File: src/rtl/fetch_ctrl.sv
// fetch_ctrl: instruction fetch controller in front of a combinational instruction memory.
// Owns the fetch PC, buffers fetched words with their PCs in a small prefetch FIFO,
// and hands them to decode over a valid/ready handshake. Branch redirects flush the FIFO.
//
// Ports:
//   clk            - single clock, all state on rising edge
//   rst_n          - synchronous reset, active low
//   fetch_en       - 1 = new fetches allowed
//   imem_addr      - byte address to instruction memory (always even), equals fetch_pc
//   imem_instr     - instruction word for imem_addr, same cycle
//   redirect_valid - one-cycle pulse: flush and restart at redirect_pc
//   redirect_pc    - new fetch byte address (bit 0 ignored)
//   instr_valid    - FIFO head holds a valid instruction
//   instr          - FIFO head instruction word
//   instr_pc       - byte address of instr
//   instr_ready    - decode accepts head when instr_valid & instr_ready
module fetch_ctrl #(
  parameter logic [15:0] RESET_PC = 16'h0000,
  parameter int unsigned DEPTH    = 2
) (
  input  logic        clk,
  input  logic        rst_n,
  input  logic        fetch_en,
  output logic [15:0] imem_addr,
  input  logic [15:0] imem_instr,
  input  logic        redirect_valid,
  input  logic [15:0] redirect_pc,
  output logic        instr_valid,
  output logic [15:0] instr,
  output logic [15:0] instr_pc,
  input  logic        instr_ready
);

  localparam int unsigned AW = (DEPTH > 1) ? $clog2(DEPTH) : 1;
  localparam int unsigned CW = $clog2(DEPTH + 1);

  typedef enum logic {IDLE, RUN} state_t;

  state_t          state;
  state_t          state_next;
  logic [15:0]     fetch_pc;
  logic [15:0]     buf_instr [DEPTH];
  logic [15:0]     buf_pc    [DEPTH];
  logic [AW-1:0]   rd_ptr;
  logic [AW-1:0]   wr_ptr;
  logic [CW-1:0]   count;
  logic [CW-1:0]   count_next;
  logic            push;
  logic            pop;
  logic            valid_q;

  // State register
  always_ff @(posedge clk) begin
    if (!rst_n) begin
      state <= IDLE;
    end else begin
      state <= state_next;
    end
  end

  // Next state and FIFO push/pop decisions; redirect never changes state
  always_comb begin
    state_next = state;
    push       = 1'b0;
    pop        = 1'b0;
    count_next = count;

    case (state)
      IDLE: if (fetch_en)  state_next = RUN;
      RUN:  if (!fetch_en) state_next = IDLE;
      default: state_next = IDLE;
    endcase

    pop  = valid_q & instr_ready & ~redirect_valid;
    // A full FIFO may still accept a push when the head leaves in the same cycle
    push = (state == RUN) & fetch_en & ~redirect_valid &
           ((count < CW'(DEPTH)) | pop);

    case ({push, pop})
      2'b10:   count_next = count + CW'(1);
      2'b01:   count_next = count - CW'(1);
      default: count_next = count;
    endcase
  end

  // Fetch PC, FIFO storage and pointers
  always_ff @(posedge clk) begin
    if (!rst_n) begin
      fetch_pc <= RESET_PC & 16'hFFFE;
      rd_ptr   <= '0;
      wr_ptr   <= '0;
      count    <= '0;
      valid_q  <= 1'b0;
      for (int i = 0; i < int'(DEPTH); i++) begin
        buf_instr[i] <= '0;
        buf_pc[i]    <= '0;
      end
    end else if (redirect_valid) begin
      fetch_pc <= redirect_pc & 16'hFFFE;
      rd_ptr   <= '0;
      wr_ptr   <= '0;
      count    <= '0;
      valid_q  <= 1'b0;
    end else begin
      if (push) begin
        buf_instr[wr_ptr] <= imem_instr;
        buf_pc[wr_ptr]    <= fetch_pc;
        wr_ptr            <= wr_ptr + AW'(1);
        fetch_pc          <= fetch_pc + 16'd2;
      end
      if (pop) begin
        rd_ptr <= rd_ptr + AW'(1);
      end
      count   <= count_next;
      valid_q <= (count_next != '0);
    end
  end

  assign imem_addr   = fetch_pc;
  assign instr_valid = valid_q;
  assign instr       = buf_instr[rd_ptr];
  assign instr_pc    = buf_pc[rd_ptr];

endmodule

File: config.mk
export PLATFORM = sky130hd
export DESIGN_NAME = fetch_ctrl
export DESIGN_NICKNAME = d
export VERILOG_FILES = /design/src/rtl/fetch_ctrl.sv
export SDC_FILE = /design/constraint.sdc
export NUM_CORES = 1
export LEC_CHECK = 0
export CAP_MARGIN = 5
export CORE_MARGIN = 3
export CORE_UTILIZATION = 25
export DETAILED_ROUTE_END_ITERATION = 8
export PLACE_DENSITY = 0.46
export SYNTH_ARGS = -nofsm -noshare
export SYNTH_HDL_FRONTEND = slang
export SYNTH_SLANG_ARGS = --single-unit
File: constraint.sdc
create_clock -name clk -period 5.1 [get_ports clk]
set_clock_uncertainty 0.1 [all_clocks]
set_input_delay 1.02 -clock clk [delete_from_list [all_inputs] [get_ports clk]]
set_output_delay 1.02 -clock clk [all_outputs]
set_load 0.03 [all_outputs]
==> flow_metrics.tcl <==
set metrics [dict create \
    outcome "complete, no violations" \
    grt_pass1_vias 2707 \
    tightest_slew_ns 0.823 \
    powerDensity_mw_per_mm2 318 \
    yosys-top-cells-area "edfxtp_1 (49%), dfxtp_1 (12%), and2_1 (10%)" \
    place_inst 561 \
    cts.sinks 84 \
    dp.final_hpwl_mm 5.99 \
    hold_depth 2 \
    grt_overflow 0 \
    synth_top_area_share_pct 49.1 \
    slew_headroom_pct 45.1 \
    die_x_um 129 \
    cp-end-kind "output pin" \
    syn_area_mm2 0.00379 \
    layout-drive-gt1-share_pct 14.8 \
    drt_iter0_drc 157 \
    ios 86 \
    ys_seq_area_share_pct 60.7 \
    fmax_mhz 295 \
    r2r_cells 5 \
    clk_latency_ns 0.34 \
    antenna_found_initial 0 \
    grt_max_degree 32 \
    synthFlopType "edfxtp_1" \
    cts_made_buffers 9 \
    yosysTopAreaCell "edfxtp_1" \
    ys_async_sr_fraction_pct 0 \
    crit_chain "mux2_2 > clkdlybuf4s50_1" \
    finalHoldViolCount 0 \
    avgSynthCellArea_um2 12.4 \
    synth_cell_types 43 \
    finalNetCount 427 \
    instances_no_fill 577 \
    portBuffers 82 \
    start_kind "flip-flop" \
    crit_family "flip-flops" \
    p_leak_uw 0.00180 \
    drt_first_pass_iters 4 \
    htreeDepth 3 \
    areaGrowthSynthToFinish_pct 35.5 \
    worst-path-buf-inv 1 \
    min_period_ns 3.38 \
    period_share_pct 66.4 \
    drt-vias-per-instance 4.56 \
    cp.required_ns 3.98 \
    post_cts_buffers 0 \
    timing.hold.worst.start "rd_ptr$_SDFFE_PP0P_" \
    clk_path_buf_depth 2 \
    synthCells 306 \
    grt_usage_pct 11.5 \
    rsz0062_at_grt "no" \
    drt_wl_total_mm 9.35 \
    core_area_mm2 0.0147 \
    rows 44 \
    route.detailed.drc 0 \
    hold_buffers 0 \
    synth-edff-count 62 \
    gp_congestion 0.743 \
    grt_first_pass_wirelength_mm 14.6 \
    slew_violations 0 \
    slowest_delay_ns 0.86 \
    wl_per_cell_um 16.2 \
    fin_tns_setup_ns 0 \
    vdd_drop_max_uv 173 \
    cts_resized 0 \
    synth.ff_latch_count 84 \
    reg2reg_to "buf_instr[0][13]$_SDFFCE_PN0P_" \
    synth_common_cells "and2_1 (62), edfxtp_1 (62), mux2_2 (32), dfxtp_1 (22), nand2_1 (16)" \
    root_buffer "clkbuf_16" \
    synth_warnings 0 \
    crit_arrival_ns 2.26 \
    num_antenna_cells 0 \
    start_util_pct 25.8 \
    r2r_slack_ns 2.55 \
    crit_type "flip-flop to output pin" \
    crit_fanout 31 \
    die_h_um 129 \
    critPathSlowestCell "dfxtp_2" \
    r2r_start "instr_valid$_SDFF_PP0_" \
    cts_tree "yes" \
    clk_pin_slew_ns 0.06 \
    hold_path.class "flip-flop to flip-flop" \
    setup_viol 0 \
    vias 2632 \
    die_area_mm2 0.0167 \
    ant_nets 0 \
    drv_cap 0 \
]
-- cell type report --
class / instances / area, um2
sequential: 84 / 2300
inverter: 4 / 17.5
multi-input combinational: 202 / 1420
fill: 1437 / 9560
clock inverter: 5 / 76.3
clock buffer: 11 / 233
tap: 184 / 230
timing repair buffer: 87 / 858
-- sequential cells by signal (all words and copies together), names as in the netlist, named ones only --
register / count
imem_addr: 15
count: 2
buf_pc: 30
instr_valid: 1
rd_ptr: 1
wr_ptr: 1
buf_instr: 32
state: 1
-- cell usage in the layout (no fill, tap or decap), types with 2 or more instances in the layout --
cell	synthesis	layout
nor2_2	0	2
nand2_1	16	16
a21oi_1	14	14
o21ai_0	3	2
ha_1	2	2
o311ai_0	6	6
xor2_1	2	2
clkdlybuf4s50_1	0	82
nand4_1	2	2
conb_1	1	2
a221oi_1	2	2
mux2_2	32	32
edfxtp_1	62	62
inv_1	3	3
nor3_1	8	8
clkbuf_16	0	9
xnor2_1	4	4
dfxtp_1	22	21
and2_1	62	62
nand3_1	7	7
o21a_1	3	3
and4_1	2	2
buf_4	2	5
a31oi_1	2	2
clkbuf_1	10	2
nor4_1	2	2
nor2_1	15	13
bufinv_16	0	2
clkinv_1	0	2
-- tightest hold or removal path: stages (launching register included) --
cell and delay [ns]:
dfxtp_1 0.32, xor2_1 0.08, nor2_1 0.07
-- kinds of logic after synthesis --
family | Yosys count | share of synthesized area, %
compound gates | 39 | 7.20
fa+ha+maj | 2 | 0.660
mux | 32 | 9.51
other cells | 1 | 0.0989
simple gates | 121 | 18.0
xor+xnor | 6 | 1.39
flops | 84 | 60.7
buf+inv | 21 | 2.38
-- worst max path at each step --
| stage | slack [ns] | end | depth (start not counted) | startpoint |
|---|---|---|---|---|
| after CTS | 1.64 | instr_pc[7] | 2 | flip-flop |
| after detailed placement | 1.31 | buf_instr[0][4]$_SDFFCE_PN0P_ | 6 | instr_ready |
| after global placement | 1.31 | buf_instr[0][4]$_SDFFCE_PN0P_ | 6 | instr_ready |
| final | 1.72 | instr_pc[7] | 2 | flip-flop |
| after global routing | 1.57 | buf_instr[0][5]$_SDFFCE_PN0P_ | 6 | fetch_en |
| after floorplan | 0.46 | buf_instr[0][0]$_SDFFCE_PN0P_ | 5 | redirect_valid |
-- report_power, final --
group,internal [uW],switching [uW]
registers,760,19.4
clock network,427,261
logic,76.0,90.5
-- per-layer routing --
layer  share of wire [%]  track usage, %
met1                  47            15.4
met2                  46            17.7
met3                 5.9            3.50
met4                 1.6            4.26
met5                   0               0
-- through the flow --
step	util, %	area, um2	setup slack, ns	total power [uW]	hold WS [ns]
2_1_floorplan	-	3790	0.463	875	0.372
3_3_place_gp	32.8	4830	1.31	961	0.387
3_5_place_dp	32.8	4830	1.31	962	0.389
4_1_cts	34.9	5140	1.64	1650	0.415
5_1_grt	34.9	5140	1.57	1690	0.452
6_report	34.9	5140	1.72	1630	0.406
(Power assumes the default switching activity.)
